**src/rtl/vga_text_pkg.sv**
```systemverilog
// Shared definitions for the text-mode VRAM fetch path.
// Contents: geometry constants (COLS, ROWS, CELL_CLKS, ADDR_W, LINE_BYTES),
// slot indices within a cell period, the fetch state enum, the read-tag
// enum that labels each VRAM read with its issuer, and a helper that
// computes a text row's base byte address.
package vga_text_pkg;

    localparam int COLS       = 80;
    localparam int ROWS       = 30;
    localparam int CELL_CLKS  = 8;
    localparam int ADDR_W     = 13;
    localparam int LINE_BYTES = 2 * COLS;

    localparam int SLOT_W = $clog2(CELL_CLKS);
    localparam int COL_W  = 7;

    localparam logic [SLOT_W-1:0] SLOT_CHAR       = SLOT_W'(0);
    localparam logic [SLOT_W-1:0] SLOT_ATTR       = SLOT_W'(1);
    localparam logic [SLOT_W-1:0] SLOT_HOST_FIRST = SLOT_W'(2);
    localparam logic [SLOT_W-1:0] SLOT_LAST       = SLOT_W'(CELL_CLKS - 1);
    localparam logic [COL_W-1:0]  COL_LAST        = COL_W'(COLS - 1);
    localparam logic [4:0]        ROW_LIMIT       = 5'(ROWS);

    typedef enum logic {
        IDLE,
        FETCH
    } fetchState_t;

    typedef enum logic [1:0] {
        TAG_NONE,
        TAG_CHAR,
        TAG_ATTR,
        TAG_HOST
    } readTag_t;

    // Row base = row * 160 = row * 128 + row * 32, built from shifts so no
    // multiplier is inferred.
    function automatic logic [ADDR_W-1:0] rowBase(input logic [4:0] row);
        logic [ADDR_W-1:0] r;
        r = ADDR_W'(row);
        return (r << 7) + (r << 5);
    endfunction

endpackage

```
**src/rtl/vram_fetch_if.sv**
```systemverilog
// Bus bundle between the VRAM fetch block and its surroundings.
// Carries the line-start request, the VRAM read port (address out, data
// back one clock later), the fetched cell outputs and the host read
// handshake.
//   slave  : the fetch block (drives readoutAddr, cell and host results)
//   master : the environment (drives lineStart/rowIndex, readoutData,
//            host requests)
interface vram_fetch_if;
    import vga_text_pkg::*;

    logic              lineStart;
    logic [4:0]        rowIndex;
    logic [ADDR_W-1:0] readoutAddr;
    logic [7:0]        readoutData;
    logic [7:0]        cellChar;
    logic [7:0]        cellAttr;
    logic [COL_W-1:0]  cellCol;
    logic              cellValid;
    logic              hostRdReq;
    logic [ADDR_W-1:0] hostRdAddr;
    logic              hostRdBusy;
    logic [7:0]        hostRdData;
    logic              hostRdValid;

    modport slave (
        input  lineStart, rowIndex, readoutData, hostRdReq, hostRdAddr,
        output readoutAddr, cellChar, cellAttr, cellCol, cellValid,
               hostRdBusy, hostRdData, hostRdValid
    );

    modport master (
        output lineStart, rowIndex, readoutData, hostRdReq, hostRdAddr,
        input  readoutAddr, cellChar, cellAttr, cellCol, cellValid,
               hostRdBusy, hostRdData, hostRdValid
    );

endinterface

```
**src/rtl/vram_rd_arb.sv**
```systemverilog
// Read-port arbiter for the single VRAM read port.
// Chooses what is presented on readoutAddr each cycle (cell fetch slots win,
// host reads take any cycle left free), holds the last address when nothing
// is issued, and tags every issued read so the returning byte one clock
// later can be routed to its owner.
// Ports:
//   clk, rst     clock, async active-high reset
//   fetchTag     TAG_CHAR/TAG_ATTR when the sequencer owns this cycle
//   fetchAddr    address for the fetch read
//   hostWant     a latched host read is waiting to be issued
//   hostAddr     latched host read address
//   flush        drop cell-fetch tags (row restart); host tags survive
//   readoutAddr  VRAM read address
//   hostGrant    host read is issued this cycle
//   retTag       owner of the byte on readoutData this cycle
module vram_rd_arb
    import vga_text_pkg::*;
(
    input  logic              clk,
    input  logic              rst,
    input  readTag_t          fetchTag,
    input  logic [ADDR_W-1:0] fetchAddr,
    input  logic              hostWant,
    input  logic [ADDR_W-1:0] hostAddr,
    input  logic              flush,
    output logic [ADDR_W-1:0] readoutAddr,
    output logic              hostGrant,
    output readTag_t          retTag
);

    readTag_t          issueTag;
    logic [ADDR_W-1:0] lastAddr;

    // NOTE: every signal driven here gets a default before any branch, so
    // no path leaves it unassigned and no latch is inferred.
    always_comb begin
        issueTag    = TAG_NONE;
        readoutAddr = lastAddr;
        hostGrant   = 1'b0;
        if (fetchTag != TAG_NONE) begin
            issueTag    = fetchTag;
            readoutAddr = fetchAddr;
        end else if (hostWant) begin
            issueTag    = TAG_HOST;
            readoutAddr = hostAddr;
            hostGrant   = 1'b1;
        end
    end

    // NOTE: state registers use non-blocking assignments so every flop
    // samples the pre-edge values, independent of statement order.
    always_ff @(posedge clk or posedge rst) begin
        if (rst) begin
            lastAddr <= '0;
            retTag   <= TAG_NONE;
        end else begin
            lastAddr <= readoutAddr;
            // A row restart discards the partial cell's returning bytes, but
            // a host read already on the port still gets its data.
            if (flush && issueTag != TAG_HOST) begin
                retTag <= TAG_NONE;
            end else begin
                retTag <= issueTag;
            end
        end
    end

endmodule

```
**src/rtl/vram_fetch.sv**
```systemverilog
// Display-side VRAM reader for 80x30 text mode.
// On lineStart it walks the 80 cells of the requested row, one cell every
// CELL_CLKS clocks: char address in slot 0, attr address in slot 1, the
// cell is presented with a one-cycle cellValid in slot 3. Slots 2..7, and
// every idle cycle, are available to a single outstanding host read.
// Ports:
//   clk, rst  clock, async active-high reset
//   bus       vram_fetch_if.slave: lineStart/rowIndex, readoutAddr/Data,
//             cellChar/cellAttr/cellCol/cellValid, host read handshake
module vram_fetch
    import vga_text_pkg::*;
(
    input  logic           clk,
    input  logic           rst,
    vram_fetch_if.slave    bus
);

    fetchState_t       state, stateNext;
    logic [SLOT_W-1:0] slot, slotNext;
    logic [COL_W-1:0]  col, colNext;
    logic [ADDR_W-1:0] base, baseNext;
    logic [ADDR_W-1:0] cellAddr;
    logic              lineOk;

    readTag_t          fetchTag;
    logic [ADDR_W-1:0] fetchAddr;
    logic              hostGrant;
    readTag_t          retTag;

    logic [7:0]        charHold;
    logic [7:0]        cellCharQ, cellAttrQ;
    logic [COL_W-1:0]  cellColQ;
    logic              cellValidQ;
    logic              hostBusy, hostIssued;
    logic [ADDR_W-1:0] hostAddrQ;
    logic [7:0]        hostRdDataQ;
    logic              hostRdValidQ;

    assign lineOk   = bus.lineStart && (bus.rowIndex < ROW_LIMIT);
    assign cellAddr = base + {{(ADDR_W-COL_W-1){1'b0}}, col, 1'b0};

    always_comb begin
        stateNext = state;
        slotNext  = slot;
        colNext   = col;
        baseNext  = base;
        fetchTag  = TAG_NONE;
        fetchAddr = cellAddr;
        if (state == FETCH) begin
            if (slot == SLOT_CHAR) begin
                fetchTag = TAG_CHAR;
            end else if (slot == SLOT_ATTR) begin
                fetchTag  = TAG_ATTR;
                fetchAddr = cellAddr + ADDR_W'(1);
            end
            if (slot == SLOT_LAST) begin
                slotNext = '0;
                if (col == COL_LAST) begin
                    stateNext = IDLE;
                    colNext   = '0;
                end else begin
                    colNext = col + 1'b1;
                end
            end else begin
                slotNext = slot + 1'b1;
            end
        end
        // A valid lineStart restarts from any state; rows past the screen
        // are ignored and the current walk carries on.
        if (lineOk) begin
            stateNext = FETCH;
            slotNext  = '0;
            colNext   = '0;
            baseNext  = rowBase(bus.rowIndex);
        end
    end

    always_ff @(posedge clk or posedge rst) begin
        if (rst) begin
            state <= IDLE;
            slot  <= '0;
            col   <= '0;
            base  <= '0;
        end else begin
            state <= stateNext;
            slot  <= slotNext;
            col   <= colNext;
            base  <= baseNext;
        end
    end

    vram_rd_arb arb (
        .clk         (clk),
        .rst         (rst),
        .fetchTag    (fetchTag),
        .fetchAddr   (fetchAddr),
        .hostWant    (hostBusy && !hostIssued),
        .hostAddr    (hostAddrQ),
        .flush       (lineOk),
        .readoutAddr (bus.readoutAddr),
        .hostGrant   (hostGrant),
        .retTag      (retTag)
    );

    always_ff @(posedge clk or posedge rst) begin
        if (rst) begin
            charHold     <= '0;
            cellCharQ    <= '0;
            cellAttrQ    <= '0;
            cellColQ     <= '0;
            cellValidQ   <= 1'b0;
            hostBusy     <= 1'b0;
            hostIssued   <= 1'b0;
            hostAddrQ    <= '0;
            hostRdDataQ  <= '0;
            hostRdValidQ <= 1'b0;
        end else begin
            cellValidQ   <= 1'b0;
            hostRdValidQ <= 1'b0;

            if (retTag == TAG_CHAR) begin
                charHold <= bus.readoutData;
            end
            // The attr byte completes the cell; a restart in this same cycle
            // abandons it. col still names this cell until slot 7 ends.
            if (retTag == TAG_ATTR && !lineOk) begin
                cellCharQ  <= charHold;
                cellAttrQ  <= bus.readoutData;
                cellColQ   <= col;
                cellValidQ <= 1'b1;
            end

            if (hostGrant) begin
                hostIssued <= 1'b1;
            end
            if (retTag == TAG_HOST) begin
                hostRdDataQ  <= bus.readoutData;
                hostRdValidQ <= 1'b1;
                hostBusy     <= 1'b0;
                hostIssued   <= 1'b0;
            end
            if (bus.hostRdReq && !hostBusy) begin
                hostBusy  <= 1'b1;
                hostAddrQ <= bus.hostRdAddr;
            end
        end
    end

    assign bus.cellChar    = cellCharQ;
    assign bus.cellAttr    = cellAttrQ;
    assign bus.cellCol     = cellColQ;
    assign bus.cellValid   = cellValidQ;
    assign bus.hostRdBusy  = hostBusy;
    assign bus.hostRdData  = hostRdDataQ;
    assign bus.hostRdValid = hostRdValidQ;

endmodule

```
**src/flat_wrapper.sv**
```systemverilog
// flat-port wrapper written by rule: the top's interface ports become plain ports
module vram_fetch_flat import vga_text_pkg::*;
  (clk, rst, bus_lineStart, bus_rowIndex, bus_readoutData, bus_hostRdReq, bus_hostRdAddr, bus_readoutAddr, bus_cellChar, bus_cellAttr, bus_cellCol, bus_cellValid, bus_hostRdBusy, bus_hostRdData, bus_hostRdValid);
  vram_fetch_if bus_i ();
  input  logic clk;
  input  logic rst;
  input wire logic [$bits(bus_i.lineStart)-1:0] bus_lineStart;
  input wire logic [$bits(bus_i.rowIndex)-1:0] bus_rowIndex;
  input wire logic [$bits(bus_i.readoutData)-1:0] bus_readoutData;
  input wire logic [$bits(bus_i.hostRdReq)-1:0] bus_hostRdReq;
  input wire logic [$bits(bus_i.hostRdAddr)-1:0] bus_hostRdAddr;
  output wire logic [$bits(bus_i.readoutAddr)-1:0] bus_readoutAddr;
  output wire logic [$bits(bus_i.cellChar)-1:0] bus_cellChar;
  output wire logic [$bits(bus_i.cellAttr)-1:0] bus_cellAttr;
  output wire logic [$bits(bus_i.cellCol)-1:0] bus_cellCol;
  output wire logic [$bits(bus_i.cellValid)-1:0] bus_cellValid;
  output wire logic [$bits(bus_i.hostRdBusy)-1:0] bus_hostRdBusy;
  output wire logic [$bits(bus_i.hostRdData)-1:0] bus_hostRdData;
  output wire logic [$bits(bus_i.hostRdValid)-1:0] bus_hostRdValid;
  assign bus_i.lineStart = bus_lineStart;
  assign bus_i.rowIndex = bus_rowIndex;
  assign bus_i.readoutData = bus_readoutData;
  assign bus_i.hostRdReq = bus_hostRdReq;
  assign bus_i.hostRdAddr = bus_hostRdAddr;
  assign bus_readoutAddr = bus_i.readoutAddr;
  assign bus_cellChar = bus_i.cellChar;
  assign bus_cellAttr = bus_i.cellAttr;
  assign bus_cellCol = bus_i.cellCol;
  assign bus_cellValid = bus_i.cellValid;
  assign bus_hostRdBusy = bus_i.hostRdBusy;
  assign bus_hostRdData = bus_i.hostRdData;
  assign bus_hostRdValid = bus_i.hostRdValid;
  vram_fetch u_core (.clk(clk), .rst(rst), .bus(bus_i));
endmodule
```
**config.mk**
```make
export PLATFORM = sky130hd
export DESIGN_NAME = vram_fetch_flat
export DESIGN_NICKNAME = d
export VERILOG_FILES = /design/src/rtl/vga_text_pkg.sv /design/src/rtl/vram_fetch_if.sv /design/src/rtl/vram_rd_arb.sv /design/src/rtl/vram_fetch.sv /design/src/flat_wrapper.sv
export SDC_FILE = /design/constraint.sdc
export NUM_CORES = 1
export LEC_CHECK = 0
export CORE_MARGIN = 2
export CORE_UTILIZATION = 47
export CTS_CLUSTER_SIZE = 40
export DETAILED_ROUTE_END_ITERATION = 7
export PLACE_DENSITY = 0.73
export SYNTH_ARGS = -nofsm -noshare
export SYNTH_HDL_FRONTEND = slang
export SYNTH_SLANG_ARGS = --single-unit
export TNS_END_PERCENT = 100
```
**constraint.sdc**
```tcl
create_clock -name clk -period 2.75 [get_ports clk]
set_input_delay 0.55 -clock clk [delete_from_list [all_inputs] [get_ports clk]]
set_output_delay 0.55 -clock clk [all_outputs]
set_load 0.1 [all_outputs]
```
Word level (Yosys, flattened, before mapping)
Cells that the tools add are included.

Register bits after elaboration: 95.

Add/sub/neg operators: 5. Order comparisons: 1. Equal/unequal tests: 7. Mux-type cells: 30. Reductions and logical operators: 15.

Operators by type and width (number): $mux W13 (5); $mux W7 (4); $add A12 B10 Y13 (1); $add A13 B1 Y13 const B (1); $add A13 B8 Y13 (1); $mux W1 (12); $mux W2 (6); $reduce_bool A2 Y1 (5); $mux W3 (3); $add A7 B1 Y7 const B (1); $eq A7 B7 Y1 const B (1); $logic_and A1 B1 Y1 (5); $lt A5 B5 Y1 const B (1); $eq A2 B2 Y1 const B (2); $add A3 B1 Y3 const B (1); $eq A3 B1 Y1 const B (1); $eq A3 B3 Y1 const B (1); $logic_not A1 Y1 (3); $logic_not A3 Y1 (1); $eq A2 B1 Y1 const B (1); $ne A2 B2 Y1 const B (1); $reduce_and A2 Y1 (1).

Longest topological paths before layout
Gate-level depths: netlist (run 1).

Word-level depth: 9. Depth in mapped cells: 7.

By module
Synthesis (run 1) repeated with hierarchy kept, for this count alone.

Cell total of the unflattened synthesis: 319. Area, all modules: 4093.9 µm².

Modules (own cells, without submodules): vram_fetch (instances 1, cells an instance 252, area each 3365.7 µm², seq. area each 1876.8 µm²); vram_rd_arb (instances 1, cells an instance 67, area each 728.2 µm², seq. area each 375.4 µm²).

Worst setup path before layout (run 1)
No wires, ideal clock.

Path type: register to output. From: reg u_core.hostBusy (netlist: u_core.bus.hostRdBusy). To: out bus_readoutAddr[0]. Arrival time: 3834 ps. Slack: -1634 ps. Stages on the path, launching flop included: 6. Buffers on the path: 2. Path through: dfrtp_1 > nand2b_1 > clkbuf_1 > buf_2 > mux2i_1 > a21boi_0.

Longest elaborated chain between the ends: 3.

Ends and longest elaborated chain: start, declared (line vram_fetch.sv:34) `logic hostBusy, hostIssued;`; start signal, assigned (line vram_fetch.sv:112) `hostBusy <= 1'b0;`; start signal, assigned (line vram_fetch.sv:139) `hostBusy <= 1'b0;`; start signal, assigned (line vram_fetch.sv:143) `hostBusy <= 1'b1;`; $logic_and A1 B1 Y1 (line vram_fetch.sv:97) `.hostWant (hostBusy && !hostIssued),`; $mux W13 (line vram_rd_arb.sv:43) `end else if (hostWant) begin`; $mux W13 (line vram_rd_arb.sv:40) `if (fetchTag != TAG_NONE) begin`; end, declared (line flat_wrapper.sv:12) `output wire logic [$bits(bus_i.readoutAddr)-1:0] bus_readoutAddr;`.

No other way between the ends.

Worst setup path in the final report (run 1)
From: reg u_core.base[5]. To: out bus_readoutAddr[9].

Longest elaborated chain between the ends: 6.

Ends and longest elaborated chain: start, declared (line vram_fetch.sv:21) `logic [ADDR_W-1:0] base, baseNext;`; start signal, assigned (line vram_fetch.sv:88) `base <= baseNext;`; $add A13 B8 Y13 (*) (line vram_fetch.sv:40) `assign cellAddr = base + {{(ADDR_W-COL_W-1){1'b0}}, col, 1'b0};`; $add A13 B1 Y13 (line vram_fetch.sv:54) `fetchAddr = cellAddr + ADDR_W'(1);`; $mux W13 (line vram_fetch.sv:52) `end else if (slot == SLOT_ATTR) begin`; $mux W13 (line vram_fetch.sv:50) `if (slot == SLOT_CHAR) begin`; $mux W13 (*) (line vram_fetch.sv:49) `if (state == FETCH) begin`; $mux W13 (*) (line vram_rd_arb.sv:40).

Mark *: on every way between the ends. The rest lies on a longest branch, timed or not.

==> impl_metrics.tcl, run 1 <==
set metrics [dict create \
    start_util 0.4845 \
    p_leak_nw 2.419 \
    synth.ff_latch_count 90 \
    setup_viol 0 \
    vias_per_cell 5.154 \
    clock_sinks 90 \
    status "finished clean" \
    cts_tree "yes" \
    synth_compound_area_frac 0.06475 \
    synth_mux_area_frac 0.1851 \
    power.density_nw_per_um2 1207 \
    dpl_worst_slack_ps 240.2 \
    fp.coreArea_um2 8175 \
    layout_min_cycle_time_ps 2685 \
    detail-route-antenna-nets 0 \
    p_seq_frac 0.310 \
    final-instance-count-excl-fill 519 \
    synth_edf_count 0 \
    power_frac_comb 0.545 \
    worst_ep_arrival_time_ps 2140 \
    antenna_found_initial 0 \
    power.switching_mw 3.176 \
    holdBufCountCts 0 \
    die_w_um 95.81 \
    gp_congestion 0.7513 \
    tns_ps 0 \
    yosysSeqAreaShare 0.5685 \
    maxSlewViolCount 0 \
    timing.final.ws_setup_ps 64.95 \
    peakVddDrop_v 0.0005764 \
    maxCapViolCount 0 \
    yosysMostFrequentCell "dfrtp_1" \
    place_inst 497 \
    clock_path_buffers 2 \
    area_delta_synth_final_pct 34.74 \
    synth_top_family_by_area "multiplexers" \
    worst_setup_path_end_kind "output pin" \
    grt_setup_unrepaired "true" \
    ys_types 34 \
    synth_area_leaders "dfrtp_1 (57%), mux2_2 (16%), ha_1 (3.5%)" \
    die-area_um2 9179 \
    initialDrtViolationCount 80 \
    routedWlPerCell_um 15.42 \
    yosys.area.top_type "dfrtp_1" \
    num_antenna_cells 0 \
    rows 33 \
    synth_common_cells "dfrtp_1 (90), mux2_2 (57), nand2_1 (34)" \
    power_mw 6.441 \
    path_clk_slew_ps 100 \
    p_int_mw 3.264 \
    dpl_cell_area_um2 5069 \
    cts_buffers 9 \
    htreeDepth 3 \
    grt_max_degree 34 \
    synth-adder-area-share 0.04485 \
    fin_crit_sh 0.9764 \
    synth_ff_type "dfrtp_1" \
    num_vias 2675 \
    grt_pass1_wl_um 12820 \
    nNetsFinal 452 \
    ys_async_sr_fraction 1.000 \
    utilization 0.6529 \
    min_path_type "reg2reg" \
    finClkSkew_ps 8.678 \
    drc_errors 0 \
    stdcell_area_um2 5338 \
    io_pins 77 \
    slew_headroom 0.5619 \
    synthXorXnorAreaFrac 0.02432 \
    layout-drive-gt1-share 0.3768 \
    switching_share 0.4932 \
    clock_latency_ps 350 \
    cts_root_buffer "clkbuf_8" \
    start_kind "flip-flop" \
    overflow 0 \
    hold_viol_final 0 \
    grt_use_total 0.1838 \
    dr.pass1.iters 4 \
    netlist.area_leader.share 0.5685 \
    cp.required_ps 2200 \
    die_h_um 95.81 \
    path_max_fanout 2 \
    pwr-share-clk 0.145 \
    synth_area_um2 3961 \
    dp_hpwl_um 5757 \
    totalWireLength_um 8005 \
    synthCells 320 \
    timing.hold.ws_ps 495.6 \
    grt_pass1_vias 2617 \
    path_class "reg2out" \
    io_buffers 76 \
    synth-simple-area-share 0.08433 \
    yosysWarnings 0 \
    synth.avg_cell_area_um2 12.38 \
    r2r_slack_ps 840 \
    fmax_ghz 0.3724 \
    synth.net_count 363 \
    worst_pin_slew_ps 655.8 \
]
[sequential cells by signal, indices dropped and copies added (netlist names)]
signal / cells
u_core.arb.lastAddr: 13
u_core.arb.retTag: 2
u_core.base: 8
u_core.bus.cellAttr: 8
u_core.bus.cellChar: 8
u_core.bus.cellCol: 7
u_core.bus.cellValid: 1
u_core.bus.hostRdBusy: 1
u_core.bus.hostRdData: 8
u_core.bus.hostRdValid: 1
u_core.charHold: 8
u_core.col: 7
u_core.hostAddrQ: 13
u_core.hostIssued: 1
u_core.slot: 3
u_core.state: 1
[per-layer routing]
| layer | wire length, um | vias to the layer above | track usage |
|---|---|---|---|
| met5 | 0 | - | 0 |
| met4 | 107 | 0 | 0.06786 |
| met3 | 222 | 8 | 0.02897 |
| met2 | 3905 | 41 | 0.2832 |
| met1 | 3769 | 1335 | 0.2642 |
| li1 | - | 1291 | - |
[cell families after synthesis]
group                      Yosys count
AOI/OAI and AO/OA                   45
xor gates and xnor gates            11
adders and majority gates           13
buffers and inverters               23
DFF                                 90
muxes                               66
and+or+nand+nor                     72
[layout by cell type, fill, tap and decap left out, drive strengths merged, types with 2 or more instances in the layout]
cell and n:
a21o 3, a21oi 17, and2 2, buf 61
clkbuf 10, clkdlybuf4s50 29, clkinv 3, dfrtp 90
fa 2, ha 11, inv 12, mux2 58
mux2i 8, nand2 34, nand2b 6, nand3 3
nand4 2, nor2 15, nor2b 3, nor3 3
o21ai 15, o22ai 2, o31ai 2, or3 2
xnor2 6, xor2 5
[final timing paths]
check	from	endpoint	depth (start not counted)
setup / recovery	u_core.base[5]	bus_readoutAddr[9]	8
hold / removal	u_core.bus.cellChar[7]	u_core.bus.cellChar[7]	1
setup reg to reg	u_core.base[5]	u_core.arb.lastAddr[11]	9
hold reg to reg	u_core.bus.cellChar[7]	u_core.bus.cellChar[7]	1
max in group asynchronous	rst	u_core.col[5]	3
min in group asynchronous	rst	u_core.bus.hostRdBusy	2
[power groups by stage]
stage / combinational (mW) / clock, mW / sequential [mW]
global route: 3.64 / 1.01 / 2.05
floorplan: 1.28 / 0 / 3.36
finish: 3.51 / 0.937 / 2.00
detailed placement: 3.50 / 0 / 2.02
global placement: 3.47 / 0 / 2.00
CTS: 3.52 / 0.953 / 2.00
[cell type report]
class                           instances  area, um^2
Multi-Input combinational cell        207        1747
Clock buffer                           10       137.6
Inverter                               11       45.04
Tap cell                              105       131.4
Sequential cell                        90        2255
Timing Repair Buffer                   90       948.4
Clock inverter                          6       73.82
Fill cell                             635        2838
[repair_timing]
item	in CTS	in global routing
pin swaps	2	4
setup buffers	3	3
hold endpoints to repair	0	0
endpoints found under the setup margin	2	3
gates resized for setup	3	5
[critical path, cell delays in order, from the launching register on]
cell	delay, ps
dfrtp_1	380
ha_2	200
inv_2	40
fa_2	340
nor2b_2	140
o21ai_1	100
xor2_1	200
a21oi_4	200
buf_12	190
Power figures use the tool's default switching activity.
==> run 2: changes to the inputs <==
CORE_MARGIN = 1   (was 2)
RECOVER_POWER = 25   (was unset)
==> run 2 against run 1 <==
  * Combinational power hardly changed
  * Die area is 4.1% lower
  * Register-to-register slack better by 240 ps
  * Utilization is 0.67 points lower
  * Sequential share of layout area is 0.44 points higher
  * Worst setup slack better by 32 ps
  * Global-route usage is 0.43 points lower
==> impl_metrics.tcl, run 2 (synthesized netlist as in run 1, its figures left out) <==
set metrics [dict create \
    dp_hpwl_um 5384 \
    initialDrtViolationCount 57 \
    die-area_um2 8799 \
    status "finished clean" \
    io_buffers 76 \
    clock_sinks 90 \
    cpMaxStageDelayCell "fa_2" \
    holdCritStartpoint "u_core.bus.cellChar[7]" \
    clock_path_buffers 2 \
    final-instance-count-excl-fill 514 \
    worst_pin_slew_ps 1162 \
    fin_crit_sh 0.9648 \
    cp_cell_sequence "ha_1 -> inv_1 -> fa_2 -> nor2b_4 -> o2111ai_2 -> xor2_1 -> a21oi_4 -> buf_12" \
    grt_setup_unrepaired "true" \
    die_w_um 93.81 \
    layout-drive-gt1-share 0.3667 \
    stdcell_area_um2 5283 \
    grt_use_total 0.1795 \
    power.switching_mw 3.154 \
    start_util 0.4845 \
    dpl_cell_area_um2 5056 \
    clock_latency_ps 350 \
    die_h_um 93.81 \
    antenna_found_initial 0 \
    io_pins 77 \
    power_frac_comb 0.545 \
    rows 33 \
    path_class "reg2out" \
    mostFrequentLayoutCell "dfrtp_1" \
    holdBufCountCts 0 \
    fill_cells 620 \
    pwr-share-clk 0.143 \
    fmax_ghz 0.3769 \
    vias_per_cell 5.072 \
    slew_headroom 0.2251 \
    worst-r2r-cell-count 7 \
    peakVddDrop_v 0.0005076 \
    fp.coreArea_um2 8175 \
    worst_ep_arrival_time_ps 2100 \
    dr.pass1.iters 4 \
    num_vias 2607 \
    setup_viol 0 \
    hold_viol_final 0 \
    switching_share 0.4946 \
    worst_setup_path_end_kind "output pin" \
    area_delta_synth_final_pct 33.35 \
    layout_min_cycle_time_ps 2653 \
    min_path_type "reg2reg" \
    cts_buffers 9 \
    cpPeakStageDelay_ps 370 \
    whs_path_depth 1 \
    p_int_mw 3.223 \
    routedWlPerCell_um 14.59 \
    maxSlewViolCount 0 \
    r2r-start "u_core.base[5]" \
    detail-route-antenna-nets 0 \
    path_clk_slew_ps 90 \
    place_inst 497 \
    gp_congestion 0.7647 \
    nNetsFinal 447 \
    cp.required_ps 2200 \
    p_seq_frac 0.312 \
    cts_tree "yes" \
    grt_pass1_wl_um 12210 \
    num_antenna_cells 0 \
    p_leak_nw 2.384 \
    mostFrequentLayoutCells "dfrtp_1 (88), mux2_2 (57), buf_4 (41)" \
    overflow 0 \
    path_max_fanout 2 \
    timing.hold.ws_ps 497.2 \
    start_kind "flip-flop" \
    drc_errors 0 \
    totalWireLength_um 7499 \
    largestRegisters "u_core.arb.lastAddr: 13 flops, u_core.hostAddrQ: 13 flops" \
    grt_pass1_vias 2516 \
    worstHoldEndpoint "u_core.bus.cellChar[7]" \
    power.density_nw_per_um2 1207 \
    cts_root_buffer "clkbuf_8" \
    r2r_end "u_core.arb.lastAddr[11]" \
    r2r_slack_ps 1080 \
    grt_max_degree 91 \
    htreeDepth 3 \
    maxCapViolCount 0 \
    finClkSkew_ps 11.85 \
]
==> run 2: changes by cell type in the layout (fill, tap and decap cells not counted), moves of 2 or more <==
cell,previous run,this run
buf_12,16,14
clkinvlp_4,1,3
buf_4,45,41
clkinv_4,3,0
==> run 2: worst max path at each step <==
stage                          start             endpoint  slack [ps]
5_1_grt               u_core.base[5]  bus_readoutAddr[11]          -5
4_1_cts               u_core.base[5]  bus_readoutAddr[11]          20
3_5_place_dp           u_core.col[4]   bus_readoutAddr[9]         230
2_1_floorplan  u_core.bus.hostRdBusy   bus_readoutAddr[7]        -240
3_3_place_gp           u_core.col[4]   bus_readoutAddr[9]         270
6_report              u_core.base[5]  bus_readoutAddr[11]         100
==> run 2: power by group through the flow <==
stage / Clock, mW / Combinational, mW / Sequential (mW)
floorplan: 0 / 1.28 / 3.36
global placement: 0 / 3.47 / 2.00
detailed placement: 0 / 3.50 / 2.01
CTS: 0.933 / 3.50 / 1.99
global route: 0.995 / 3.60 / 2.05
finish: 0.911 / 3.48 / 1.99
==> run 2: per-stage QoR <==
| stage | TNS (ps) | total power, mW | utilization | worst slack [ps] |
|---|---|---|---|---|
| final | 0 | 6.378 | 0.6462 | 96.88 |
| after global routing | -5.483 | 6.648 | 0.6462 | -5.483 |
| after CTS | 0 | 6.426 | 0.6446 | 19.51 |
| after detailed placement | 0 | 5.513 | 0.6185 | 226.4 |
| after global placement | 0 | 5.462 | 0.6185 | 274.1 |
| after floorplan | -276.2 | 4.633 | - | -241.6 |
==> run 2: per-layer routing <==
layer / share of wire / vias to the layer above / track usage
met2: 0.48 / 43 / 0.2786
li1: - / 1262 / -
met1: 0.47 / 1293 / 0.2535
met4: 0.013 / 0 / 0.06410
met5: 0 / - / 0
met3: 0.032 / 9 / 0.03155
==> run 2: worst max-delay path: cells and delay by family (launching register included) <==
kind            cells  cell delay [ps]
compound gates      2              280
fa+ha+maj           2              540
buf+inv             2              250
flops               1              360
xor+xnor            1              190
simple gates        1              130
==> run 2: repair_timing <==
| item | 4_1_cts | 5_1_grt |
|---|---|---|
| buffers inserted | 1 | 0 |
| pin swaps | 2 | 1 |
| resized for setup | 3 | 5 |
| endpoints found under the setup margin | 2 | 5 |
| hold endpoints to repair | 0 | 0 |
==> run 2: area by class of cell <==
cell class              count  area (um^2)  area share
inverters                  11        45.04    0.008527
clock buffers              10        127.6     0.02416
clock inverters             6        73.82     0.01397
well taps                 105        131.4     0.02487
flip-flops and latches     90         2255      0.4268
multi-input cells         207         1764      0.3340
repair buffers             85        885.9      0.1677
